--- src/rtl/ifmap_stream_feeder.sv ---
`default_nettype none
// ============================================================================
// Module      : ifmap_stream_feeder
// Description : Reads a row-major IFMap tile from synchronous memory and
//               streams {end_of_map, end_of_row, pixel} words into the PE
//               IFMap FIFO through a 2-entry skid buffer.
// Revision    : 1.0 - initial release
// ============================================================================
module ifmap_stream_feeder #(
    parameter int DATA_WIDTH = 16,
    parameter int ADDR_WIDTH = 10,
    parameter int LEN_WIDTH  = 8
) (
    input  logic                  clk,
    input  logic                  rstn,
    input  logic                  start,
    input  logic [ADDR_WIDTH-1:0] base_addr,
    input  logic [LEN_WIDTH-1:0]  row_len,
    input  logic [LEN_WIDTH-1:0]  num_rows,
    output logic                  busy,
    output logic                  done,
    output logic                  mem_ren,
    output logic [ADDR_WIDTH-1:0] mem_addr,
    input  logic [DATA_WIDTH-1:0] mem_rdata,
    input  logic                  fifo_full,
    output logic                  fifo_wen,
    output logic [DATA_WIDTH+1:0] fifo_wdata
);

    localparam int c_WORD_W = DATA_WIDTH + 2;
    localparam int c_CNT_W  = 2 * LEN_WIDTH;

    localparam logic [1:0] c_ST_IDLE = 2'd0;
    localparam logic [1:0] c_ST_RUN  = 2'd1;
    localparam logic [1:0] c_ST_FIN  = 2'd2;

    logic [1:0]            r_state;
    logic [1:0]            w_state_nxt;
    logic [ADDR_WIDTH-1:0] r_base;
    logic [LEN_WIDTH-1:0]  r_row_len;
    logic [LEN_WIDTH-1:0]  r_col;
    logic [c_CNT_W-1:0]    r_total;
    logic [c_CNT_W-1:0]    r_issued;
    logic                  r_inflight;
    logic                  r_inf_eor;
    logic                  r_inf_eom;
    logic [c_WORD_W-1:0]   r_skid0;
    logic [c_WORD_W-1:0]   r_skid1;
    logic [1:0]            r_skid_cnt;

    logic                  w_pop;
    logic                  w_ren;
    logic                  w_eor;
    logic                  w_eom;
    logic [2:0]            w_occ;
    logic [c_WORD_W-1:0]   w_new;
    logic [c_CNT_W-1:0]    w_product;

    // A word leaving this cycle frees its slot, so a read may still issue
    // when the buffer looks full; this keeps one word per cycle sustained.
    assign w_pop     = (r_skid_cnt != 2'd0) && !fifo_full;
    assign w_occ     = {1'b0, r_skid_cnt} - {2'b00, w_pop} + {2'b00, r_inflight};
    assign w_ren     = (r_state == c_ST_RUN) && (r_issued < r_total) && (w_occ < 3'd2);
    assign w_eor     = (r_col == r_row_len - LEN_WIDTH'(1));
    assign w_eom     = (r_issued == r_total - c_CNT_W'(1));
    assign w_product = c_CNT_W'(row_len) * c_CNT_W'(num_rows);
    assign w_new     = {r_inf_eom, r_inf_eor, mem_rdata};

    assign mem_ren    = w_ren;
    assign mem_addr   = w_ren ? (r_base + ADDR_WIDTH'(r_issued)) : '0;
    assign fifo_wen   = w_pop;
    assign fifo_wdata = r_skid0;
    assign busy       = (r_state != c_ST_IDLE);
    assign done       = (r_state == c_ST_FIN);

    // Emptiness is judged on the latched size, one cycle after start.
    always_comb begin
        w_state_nxt = r_state;
        case (r_state)
            c_ST_IDLE: if (start) w_state_nxt = c_ST_RUN;
            c_ST_RUN:  if ((r_total == '0) || (w_pop && r_skid0[c_WORD_W-1]))
                           w_state_nxt = c_ST_FIN;
            c_ST_FIN:  w_state_nxt = c_ST_IDLE;
            default:   w_state_nxt = c_ST_IDLE;
        endcase
    end

    always_ff @(posedge clk or negedge rstn) begin
        if (!rstn) r_state <= c_ST_IDLE;
        else       r_state <= w_state_nxt;
    end

    always_ff @(posedge clk or negedge rstn) begin
        if (!rstn) begin
            r_base    <= '0;
            r_row_len <= '0;
            r_total   <= '0;
            r_issued  <= '0;
            r_col     <= '0;
        end else if ((r_state == c_ST_IDLE) && start) begin
            r_base    <= base_addr;
            r_row_len <= row_len;
            r_total   <= w_product;
            r_issued  <= '0;
            r_col     <= '0;
        end else if (w_ren) begin
            r_issued <= r_issued + c_CNT_W'(1);
            r_col    <= w_eor ? '0 : r_col + LEN_WIDTH'(1);
        end
    end

    always_ff @(posedge clk or negedge rstn) begin
        if (!rstn) begin
            r_inflight <= 1'b0;
            r_inf_eor  <= 1'b0;
            r_inf_eom  <= 1'b0;
        end else begin
            r_inflight <= w_ren;
            r_inf_eor  <= w_ren & w_eor;
            r_inf_eom  <= w_ren & w_eom;
        end
    end

    // Entry 0 is the head and reads as zero whenever the buffer is empty.
    always_ff @(posedge clk or negedge rstn) begin
        if (!rstn) begin
            r_skid0    <= '0;
            r_skid1    <= '0;
            r_skid_cnt <= 2'd0;
        end else begin
            case ({r_inflight, w_pop})
                2'b10: begin
                    if (r_skid_cnt == 2'd0) r_skid0 <= w_new;
                    else                    r_skid1 <= w_new;
                    r_skid_cnt <= r_skid_cnt + 2'd1;
                end
                2'b01: begin
                    r_skid0    <= r_skid1;
                    r_skid1    <= '0;
                    r_skid_cnt <= r_skid_cnt - 2'd1;
                end
                2'b11: begin
                    if (r_skid_cnt == 2'd1) begin
                        r_skid0 <= w_new;
                    end else begin
                        r_skid0 <= r_skid1;
                        r_skid1 <= w_new;
                    end
                end
                default: ;
            endcase
        end
    end

endmodule
`default_nettype wire

--- config.mk ---
export PLATFORM = sky130hd
export DESIGN_NAME = ifmap_stream_feeder
export DESIGN_NICKNAME = d
export VERILOG_FILES = /design/src/rtl/ifmap_stream_feeder.sv
export SDC_FILE = /design/constraint.sdc
export NUM_CORES = 1
export LEC_CHECK = 0
export BUFFER_PORTS_ARGS = -buffer_cell sky130_fd_sc_hd__buf_2
export CELL_PAD_IN_SITES_DETAIL_PLACEMENT = 0
export CELL_PAD_IN_SITES_GLOBAL_PLACEMENT = 1
export CORE_UTILIZATION = 30
export DETAILED_ROUTE_END_ITERATION = 16
export PLACE_DENSITY = 0.6
export SLEW_MARGIN = 20
export SYNTH_ARGS = -nofsm -noshare
export SYNTH_HDL_FRONTEND = slang
export SYNTH_SLANG_ARGS = --single-unit
--- constraint.sdc ---
create_clock -name clk -period 8.2 [get_ports clk]
set_input_delay 0.82 -clock clk [delete_from_list [all_inputs] [get_ports clk]]
set_output_delay 0.82 -clock clk [all_outputs]
set_load 0.02 [all_outputs]
**Word-level counts from Yosys, hierarchy flattened**

Cells that the tools add are included.

- $mul: 1
- Magnitude comparators: 2
- Multiplexer cells: 16
- Bitwise logic cells: 2
- Equality and inequality tests: 13
- $add $sub $neg: 9
- Reductions and logical operators: 18

Operators by type and width:

| kind | number |
|---|---|
| $pmux 18 s3 | 2 |
| $mux 18 | 4 |
| $mux 16 | 2 |
| $mux 8 | 3 |
| $add 16x1->16 const B | 1 |
| $eq 16x16->1 | 1 |
| $logic_not 16->1 | 1 |
| $lt 16x16->1 | 1 |
| $mul 8x8->16 | 1 |
| $sub 16x1->16 const B | 1 |
| $add 10x10->10 | 1 |
| $mux 10 | 1 |
| $add 8x1->8 const B | 1 |
| $eq 8x8->1 | 1 |
| $ne 2x2->1 const B | 4 |
| $pmux 2 s2 | 2 |
| $reduce_bool 2->1 | 4 |
| $sub 8x1->8 const B | 1 |
| $eq 2x1->1 const B | 3 |
| $eq 2x2->1 const B | 3 |
| $logic_and 1x1->1 | 5 |
| $logic_not 2->1 | 2 |
| $mux 2 | 2 |
| $reduce_and 2->1 | 2 |
| other kinds (11) | 12 |

- Output and inout port bits: 32
- Register bits: 101
- Bits of input ports: 46
- Word-level logic and storage cells: 73

**Longest topological paths before layout**

Gate-level depths: netlist of run 1.

- Word-level depth: 8
- Gate-level depth with buffers: 17
- Mapped depth without buffers: 17

**Least setup slack after synthesis of run 1**

Ideal clock, no wire load.

- Path type: input-to-output
- Start point: input fifo_full
- End point: output mem_addr[4]
- Setup slack: 3246 ps
- Data required time: 7380 ps
- Path buffers: 3
- Arrival: 4134 ps
- Stages: 11
- Cells stage by stage: nor2_1 > ha_1 > nand2b_1 > fa_1 > nor4bb_1 > o211ai_1 > or4_1 > clkbuf_1 > clkbuf_1 > clkbuf_1 > nor3_1

- Longest elaborated chain between the ends: 7

RTL lines:

| item | RTL line | source |
|---|---|---|
| start: declaration | 25 | `input logic fifo_full,` |
| $logic_not 1->1 | 61 | `assign w_pop = (r_skid_cnt != 2'd0) && !fifo_full;` |
| $logic_and 1x1->1 | 61 |  |
| $sub 2x1->3 | 62 | `assign w_occ = {1'b0, r_skid_cnt} - {2'b00, w_pop} + {2'b00, r_inflight};` |
| $add 3x1->3 | 62 |  |
| $lt 3x2->1 | 63 | `assign w_ren = (r_state == c_ST_RUN) && (r_issued < r_total) && (w_occ < 3'd2);` |
| $logic_and 1x1->1 | 63 |  |
| $mux 10 | 70 | `assign mem_addr = w_ren ? (r_base + ADDR_WIDTH'(r_issued)) : '0;` |
| end: declaration | 23 | `output logic [ADDR_WIDTH-1:0] mem_addr,` |

No other way between the ends.

**Final worst setup path of run 1**

- Start point: register r_skid_cnt[1]
- End point: output mem_addr[0]

- Longest elaborated chain between the ends: 7

RTL lines:

| item | RTL line | source |
|---|---|---|
| start: declaration | 49 | `logic [1:0] r_skid_cnt;` |
| start signal: assignment | 135 | `r_skid_cnt <= r_skid_cnt + 2'd1;` |
| start signal: assignment | 140 | `r_skid_cnt <= r_skid_cnt - 2'd1;` |
| $reduce_bool 2->1 | 61 |  |
| $logic_and 1x1->1 | 61 |  |
| $sub 2x1->3 * | 62 |  |
| $add 3x1->3 * | 62 |  |
| $lt 3x2->1 * | 63 |  |
| $logic_and 1x1->1 * | 63 |  |
| $mux 10 * | 70 |  |

Every way passes the cells marked *; elsewhere a longest branch is shown, timed or not.

==> metrics.txt, run 1 <==
full die area=27600 µm²; Mapped Cells=920; clk sink count=approximately 100; Reg area=around 2500 µm²; PD cells=about 310 nW/µm²; synth unique cells=61; Worst Setup Slack, final=3080 ps; synth warn=0; Main synth FF type=dfrtp_1; Clock Power Share=0.162; Tcrit/Tclk final=0.624; pre-CTS WS=3080 ps; final non-filler cell total=1319; root buffer cell=clkbuf_16; Die X=between 150 and 200 µm; Buffers on Ports=slightly below 80; Area growth syn-to-layout=12.5%; Routed Antenna Nets=0; worst skew pair latency=350 ps; total gr overflow=0; Slew @ Worst Pin=a little under 1000 ps; Comb power frac=0.532; fmax=about 200 MHz; area occupied by multi-input gates=~5000 µm²; post-synthesis cell area=just over 8000 µm²; failing checks=design-rule violations; Routed wire per std cell=14.2 µm; Worst setup SP type=register; Initial Util=0.308; max-cap violations=0; Required @ worst endpoint=approximately 7400 ps; min Tclk post-route=approximately 5000 ps; VDD IR max=0.000146 V; number of synthesized flops with an enable pin=0; # Post-CTS Setup Buffers=0; Final Hold Vio Count=0; Flop pwr share=0.307; total CTS buffers=9; Leak=4.33 nW; Mapped Nets=1077; Final Max Tran Viols=0; Filler cells=2768; via count=around 6200; utilization after layout=0.346; Routed WL=18700 µm; initial antenna violation count=0; Crit Path Category=reg -> out; TritonCTS clock tree=done; Inst Count DP=about 1300; DP Wirelength=14000 µm; Final nets=1136; CTS hold repair buffers=0; reg2reg setup slack=3950 ps; Max H-tree Level=3; DRC=9; post-synthesis async set-or-reset flop share=1.00; Internal=0.00151 W; drt initial violations=just under 300; reg2reg end=r_col[7]; Core ar.=26300 µm²; Setup crit end kind=output port; crit path DAT=~4300 ps; cells on worst reg2reg path=12; RSZ-0062 raised after global routing=no; layout cell share with drive strength beyond 1=0.115; Via density=4.68; GP Congestion=about 0.8; Bufs on Longest Clock Path=2; outcome=complete, but fails checks; Sw Ratio=0.459; n_diodes=0; critical path peak fanout=35; cts repair resizes=0; Reg clk slew, reported paths=80 ps; first-pass GRT wire length=32300 µm; gr usage total=0.143; sequential share of the synthesized area=0.312; post-route setup TNS=0 ps; largest net degree at the start of global routing=75; post-route design area=9100 µm²; dpl cell area=8790 µm²; Slew HR=0.338; Net Sw Power=roughly 0.0013 W; FF+latch count, synth=101; vias in the first global route=6272; # IOs=between 70 and 80; die height=approximately 170 µm; detailed-router iteration count before antenna repair=10; worst hold path type=in -> async; syn avg cell area=8.79 µm²; endpoints failing setup=0; worst reg2reg path startpoint=r_skid_cnt[1]; clock skew=8.86 ps; Cell Rows=59
metrics by stage:
stage	power [W]	hold WS, ps
finish	0.00279	373
CTS	0.00284	376
floorplan	0.00197	451
detailed placement	0.00238	469
global placement	0.00237	463
global route	0.00308	389
cells by family after synthesis:
family          Yosys count  share of synthesized area
buf+inv                 119                     0.0591
compound gates          164                      0.124
fa+ha+maj               111                      0.207
flops                   101                      0.312
xor+xnor                 66                     0.0715
mux                       6                    0.00742
simple gates            353                      0.219
layout by cell type, fill, tap and decap left out, drive strengths merged, types with 2 or more instances in the layout:
cell / n
a211o: 3
a211oi: 2
a21o: 9
a21oi: 46
a22oi: 19
a31oi: 8
and2: 60
and3: 7
buf: 81
clkbuf: 9
dfrtp: 101
fa: 38
ha: 73
inv: 91
mux2i: 6
nand2: 121
nand2b: 23
nand3: 13
nand4: 6
nor2: 59
nor2b: 7
nor3: 26
nor3b: 2
nor4: 13
o211ai: 4
o21a: 3
o21ai: 53
o21bai: 4
o31ai: 2
o41ai: 2
or3: 8
or4: 2
xnor2: 43
xor2: 23
critical path, cell delays in order (launching register included):
cell and delay [ps]:
dfrtp_1 430, inv_1 80, ha_1 250, nor2_1 400, ha_1 310, nand2b_1 150
fa_1 480, nor4bb_1 220, o211ai_1 200, or4_1 540, buf_4 260, inv_2 250
and2_1 180, buf_2 160
metal layers:
metal / global-route usage / vias to the layer above / wire length [µm]
li1: - / 3202 / -
met4: 0.0232 / 0 / 126
met1: 0.199 / 2877 / 9570
met2: 0.236 / 84 / 8440
met3: 0.0238 / 9 / 604
met5: 0 / - / 0
worst max path at each step:
| stage | start | endpoint | slack [ps] | cells past startpoint |
|---|---|---|---|---|
| 3_5_place_dp | row_len[0] | r_total[13] | 3080 | 17 |
| 3_3_place_gp | row_len[0] | r_total[13] | 3140 | 17 |
| 6_report | r_skid_cnt[1] | mem_addr[0] | 3080 | 13 |
| 5_1_grt | r_skid_cnt[1] | mem_addr[0] | 2790 | 13 |
| 4_1_cts | r_skid_cnt[1] | mem_addr[0] | 2990 | 13 |
| 2_1_floorplan | fifo_full | mem_addr[4] | 3250 | 11 |
sequential cells by signal (all words and copies together) (netlist names):
signal	count
r_inf_eor	1
r_inflight	1
r_total	16
r_issued	16
r_skid1	18
r_row_len	8
fifo_wdata	18
r_col	8
r_base	10
r_inf_eom	1
r_state	2
r_skid_cnt	2
power groups by stage:
stage	logic, W	clock network [W]	registers (W)
4_1_cts	0.00151	0.000469	0.000861
3_5_place_dp	0.00150	0	0.000872
5_1_grt	0.00170	0.000487	0.000887
2_1_floorplan	0.00111	0	0.000862
3_3_place_gp	0.00150	0	0.000870
6_report	0.00148	0.000451	0.000856
Yosys cell counts, types with 3 or more instances:
library cell	instances	share of area
nand2_1	121	0.056
dfrtp_1	101	0.31
inv_1	85	0.039
ha_1	73	0.11
nor2_1	59	0.027
and2_1	58	0.045
o21ai_0	52	0.032
a21oi_1	45	0.028
xnor2_1	43	0.047
fa_1	38	0.094
clkbuf_1	27	0.013
nor3_1	25	0.015
nand2b_1	23	0.018
xor2_1	23	0.025
a22oi_1	19	0.018
nand3_1	13	0.0080
nor4_1	11	0.0085
a21o_1	9	0.0084
a31oi_1	8	0.0062
and3_1	7	0.0054
nor2b_1	7	0.0054
mux2i_1	6	0.0074
nand4_1	6	0.0046
or3_1	6	0.0046
o211ai_1	4	0.0037
o21bai_1	4	0.0037
buf_6	3	0.0042
o21a_1	3	0.0028
final cells by class:
class,instances,area share
Multi-Input combinational cell,700,0.561
Sequential cell,101,0.278
Timing Repair Buffer,81,0.0463
Tap cell,335,0.0460
Inverter,86,0.0355
Clock buffer,9,0.0247
Clock inverter,7,0.00921
Power figures use the tool's default switching activity.
==> run 2, diff against run 1 <==
ABC_AREA = 1   (was not set)
PLACE_DENSITY = 0.62   (was 0.6)
clock period = 5.3 ns   (was 8.2 ns; I/O delays follow)
==> run 2 against run 1 <==
The flow now finishes without violations. Sequential power is 50% higher. Power is 58% higher. Critical path depth is 1 lower. Design area is 6.7% higher. Sequential share of layout area is 1.7 points lower. Setup slack worse by 2000 ps. Cell count is 25% higher. Global-route usage is 1.6 points higher. Core utilization is 0.054 points lower. Wire length is 17% higher. Worst hold slack worse by 71 ps. Highest routed layer unchanged.
==> metrics.txt, run 2 <==
outcome=completed; via count=7333; n_diodes=0; Routed WL=22000 µm; syn avg cell area=7.18 µm²; utilization after layout=0.346; total gr overflow=0; largest net degree at the start of global routing=69; total CTS buffers=9; crit-path cells=inv_1 -> ha_1 -> nor2_1 -> ha_1 -> or2_2 -> fa_1 -> nand2_1 -> nor2_1 -> nand4_1 -> nor2_4 -> buf_4 -> buf_2; Mapped Nets=1361; Filler cells=roughly 3100; GP Congestion=0.797; Final nets=roughly 1400; post-synthesis cell area=8650 µm²; Final Max Tran Viols=0; most frequent cells after synthesis=nand2_1 (313), inv_1 (208), nor2_1 (117); initial antenna violation count=0; Synth top area share=0.292; Inst Count DP=between 1500 and 2000; cts repair resizes=0; PD cells=455 nW/µm²; detailed-router iteration count before antenna repair=5; Routed Antenna Nets=0; die height=roughly 170 µm; first-pass GRT wire length=approximately 37000 µm; Area growth syn-to-layout=12.3%; root buffer cell=clkbuf_16; # Post-CTS Setup Buffers=0; Routed wire per std cell=13.4 µm; clock skew=15.8 ps; VDD IR max=roughly 0.00021 V; Bufs on Longest Clock Path=2; Final Hold Vio Count=0; Via density=4.46; post-route setup TNS=0 ps; Reg clk slew, reported paths=around 80 ps; Crit Path Category=reg -> out; min Tclk post-route=4220 ps; RSZ-0062 raised after global routing=no; endpoints failing setup=0; Slew @ Worst Pin=about 910 ps; DRC=0; count leader, synth=nand2_1; worst hold path type=in -> async; largest area contributor in the netlist=dfrtp_1; Buffers on Ports=77; Core ar.=about 28000 µm²; synth warn=0; layout cell share with drive strength beyond 1=0.100; crit path DAT=approximately 3700 ps; top post-synthesis cells by area=dfrtp_1 (29%), nand2_1 (14%), ha_1 (11%), inv_1 (9.0%), fa_1 (8.8%); post-synthesis async set-or-reset flop share=1.00; full die area=29500 µm²; synth unique cells=35; critical path peak fanout=19; vias in the first global route=7355; Initial Util=0.308; fmax=between 200 and 250 MHz; Leak=5.31 nW; Cell Rows=~60; number of synthesized flops with an enable pin=0; CTS hold repair buffers=0; max-cap violations=0; drt initial violations=353; Slew HR=0.394; most common cell after layout, fill and taps aside=nand2_1; DP Wirelength=16700 µm; gr usage total=0.159; # IOs=78; Setup crit end kind=output port; sequential share of the synthesized area=0.292; Mapped Cells=1204; TritonCTS clock tree=done; Die X=approximately 170 µm; Required @ worst endpoint=4770 ps; final non-filler cell total=1643; Worst setup SP type=register; Tcrit/Tclk final=0.795; slowest stage delay, CP=~500 ps; clk sink count=101; commonest non-fill, non-tap cells in the layout=nand2_1 (313), inv_1 (208), nor2_1 (117); worst skew pair latency=between 300 and 400 ps; FF+latch count, synth=101; crit path max-delay cell type=fa_1; area occupied by multi-input gates=5160 µm²; Max H-tree Level=3; Reg area=about 2500 µm²; Main synth FF type=dfrtp_1
## run 2: cell count changes after synthesis, sizes merged, moves of 20 or more
cell,previous run,this run
nor2,59,120
nand3,13,68
nand2,121,314
inv,86,210
nand4,6,26
nand2b,23,0
o21ai,53,83
and2,60,1
xnor2,43,14
a21oi,46,22
## run 2: worst max-delay path: cells and delay by family, from the launching register on
kind,cells,cell delay (ps)
DFF,1,420
adders and majority gates,3,1040
buffers and inverters,3,640
and+or+nand+nor,6,1220
## run 2: per-stage QoR
step                      instance area [µm²]  power [W]  worst slack, ps  hold slack (ps)
after floorplan                          8650    0.00311             1000              234
after detailed placement                 9410    0.00378              844              476
after global routing                     9710    0.00494              747              365
after CTS                                9710    0.00451              981              353
final                                    9710    0.00442             1080              303
after global placement                   9410    0.00378              880              480
## run 2: layout make-up
type / instances / share of cell area
Clock buffer: 9 / 0.0232
Clock inverter: 7 / 0.00837
Inverter: 211 / 0.0818
Multi-Input combinational cell: 851 / 0.531
Sequential cell: 101 / 0.260
Tap cell: 378 / 0.0487
Timing Repair Buffer: 86 / 0.0469
## run 2: cell families (layout without fill, tap and decap cells)
kind of cell    Yosys count  in the layout  share of synthesized area
compound gates          134            134                     0.0835
fa+ha+maj               111            111                      0.194
xor+xnor                 47             47                     0.0476
buf+inv                 252            313                      0.112
flops                   101            101                      0.292
simple gates            559            559                      0.271
## run 2: per-layer routing
metal | vias to the layer above | track usage | share of wire
met5 | - | 0 | 0
met4 | 0 | 0.0335 | 0.0077
met3 | 10 | 0.0131 | 0.022
met2 | 83 | 0.275 | 0.47
met1 | 3368 | 0.214 | 0.50
li1 | 3872 | - | -
## run 2: path summary, 6_finish.rpt
kind                       depth (start not counted)  slack [ps]          start            to
setup / recovery                                  12        1080  r_skid_cnt[1]       mem_ren
hold / removal                                     1         300           rstn     r_base[1]
setup reg to reg                                  14        1780  r_skid_cnt[1]   r_issued[9]
hold reg to reg                                    2         490      r_base[0]     r_base[0]
max in group asynchronous                          2        3990           rstn  r_issued[14]
min in group clk                                   3         370   base_addr[2]     r_base[2]
## run 2: power breakdown
part           leakage (nW)  internal [W]  switching, W  total, W
clock network         0.150      0.000341      0.000359  0.000701
logic                  3.88      0.000868       0.00158   0.00244
registers              1.28       0.00106      0.000220   0.00128
==> run 3, diff against run 2 <==
clock period = 4.2 ns   (was 5.3 ns; I/O delays follow)
==> run 3 against run 2 <==
Flip-flop and latch count unchanged. Register-to-register slack got worse by 930 ps. Critical path depth grew 1. Cell count is 2.1% higher. Worst hold slack got worse by 240 ps. Die area stayed put. Design area is 2.6% higher. Via count grew 3.2%. Setup slack lost 830 ps. Critical path type unchanged. Largest cell class unchanged. Highest routed layer unchanged.
==> metrics.txt, run 3 (synthesis gave the netlist of run 2 again) <==
outcome=completed; Reg area=around 2500 µm²; Comb power frac=0.571; root buffer cell=clkbuf_16; slowest stage delay, CP=510 ps; DRC=0; largest net degree at the start of global routing=50; gr usage total=0.162; Initial Util=0.308; Tcrit/Tclk final=0.939; Final nets=roughly 1500; n_diodes=0; Routed Antenna Nets=0; Internal=0.00300 W; Leak=about 5.5 nW; Worst setup SP type=register; vias in the first global route=approximately 7600; Cell Rows=approximately 60; Top delay family on crit path=simple AND/OR/NAND/NOR gates; worst hold path type=in -> async; fmax=254 MHz; total CTS buffers=9; Setup crit end kind=output port; crit-path cells=inv_1 -> ha_1 -> nor2_1 -> ha_1 -> or2_2 -> fa_1 -> nand2_1 -> nor2_1 -> nand4_1 -> nor2_4 -> inv_4 -> nor3b_1 -> buf_2; Max H-tree Level=3; Required @ worst endpoint=3780 ps; Final Max Tran Viols=0; via count=~7600; Routed WL=~22000 µm; GP Congestion=0.807; detailed-router iteration count before antenna repair=4; # Post-CTS Setup Buffers=0; Bufs on Longest Clock Path=2; TritonCTS clock tree=done; dpl cell area=a little under 10000 µm²; Slew HR=0.567; min Tclk post-route=3940 ps; Reg clk slew, reported paths=80 ps; commonest non-fill, non-tap cells in the layout=nand2_1 (313), inv_1 (208), nor2_1 (117); Crit Path Category=reg -> out; Net Sw Power=0.00275 W; Crit path buffers/inverters=3; Flop pwr share=0.280; die height=172 µm; post-route setup TNS=0 ps; clk sink count=~100; Filler cells=3128; Clock Power Share=0.149; Area growth syn-to-layout=15.2%; post-route design area=9970 µm²; Sw Ratio=0.478; max-cap violations=0; # IOs=78; full die area=29500 µm²; Final Hold Vio Count=0; layout cell share with drive strength beyond 1=0.125; initial antenna violation count=0; Slew @ Worst Pin=646 ps; crit path DAT=3520 ps; PD cells=577 nW/µm²; first-pass GRT wire length=37700 µm; Buffers on Ports=77; total gr overflow=0; VDD IR max=~0.00020 V; clock skew=13.3 ps; Via density=4.51; endpoints failing setup=0; DP Wirelength=about 17000 µm; worst skew pair latency=360 ps; crit path max-delay cell type=fa_1; RSZ-0062 raised after global routing=no; critical path peak fanout=10; reg2reg setup slack=850 ps; drt initial violations=350; most common cell after layout, fill and taps aside=nand2_1; Core ar.=28100 µm²; area occupied by multi-input gates=5160 µm²; Die X=172 µm; Routed wire per std cell=13.4 µm
## run 3: final timing paths
check | startpoint | endpoint | cells past startpoint
min in group clk | base_addr[4] | r_base[4] | 3
max in group asynchronous | rstn | r_skid_cnt[1] | 2
hold / removal | rstn | r_base[3] | 1
hold reg to reg | r_base[5] | r_base[5] | 2
setup reg to reg | r_skid_cnt[1] | r_col[0] | 14
setup / recovery | r_skid_cnt[1] | mem_addr[4] | 13
## run 3: timing repair
action	in CTS	in global routing
hold endpoints to repair	0	0
endpoints found under the setup margin	0	1
hold buffers	0	0
resized for setup	0	1
## run 3: worst register-to-register path: cells and delay by family (launching register included)
| kind | cells | cell delay, ps |
|---|---|---|
| adders and majority gates | 3 | 1010 |
| buffers and inverters | 3 | 590 |
| DFF | 1 | 410 |
| and+or+nand+nor | 8 | 1290 |
## run 3: metrics by stage
| stage | hold slack (ps) | util | std cells | total power (W) | setup WS (ps) |
|---|---|---|---|---|---|
| after floorplan | 124 | - | 1204 | 0.00392 | 10.9 |
| after global placement | 455 | 0.344 | 1662 | 0.00495 | -6.70 |
| after detailed placement | 467 | 0.344 | 1662 | 0.00496 | -53.9 |
| after CTS | 74.6 | 0.355 | 1678 | 0.00585 | 199 |
| after global routing | 104 | 0.355 | 1678 | 0.00639 | 23.6 |
| final | 60.6 | 0.355 | 1678 | 0.00575 | 256 |
## run 3: layer usage
layer / global-route usage / share of wire / up-vias
met3: 0.0161 / 0.031 / 16
met1: 0.213 / 0.49 / 3501
met2: 0.281 / 0.47 / 111
met5: 0 / 0 / -
met4: 0.0404 / 0.011 / 0
li1: - / - / 3938
## run 3: area by class of cell
cell class                      instances  area share
Tap cell                              378      0.0475
Clock buffer                            9      0.0226
Inverter                              211      0.0797
Sequential cell                       101       0.254
Timing Repair Buffer                  121      0.0721
Clock inverter                          7     0.00716
Multi-Input combinational cell        851       0.517
## run 3: power by group through the flow
stage	combinational, W	sequential (W)	clock, W
after floorplan	0.00225	0.00167	0
after detailed placement	0.00333	0.00163	0
after global placement	0.00332	0.00163	0
after global routing	0.00380	0.00167	0.000918
after CTS	0.00335	0.00161	0.000889
final	0.00329	0.00161	0.000858
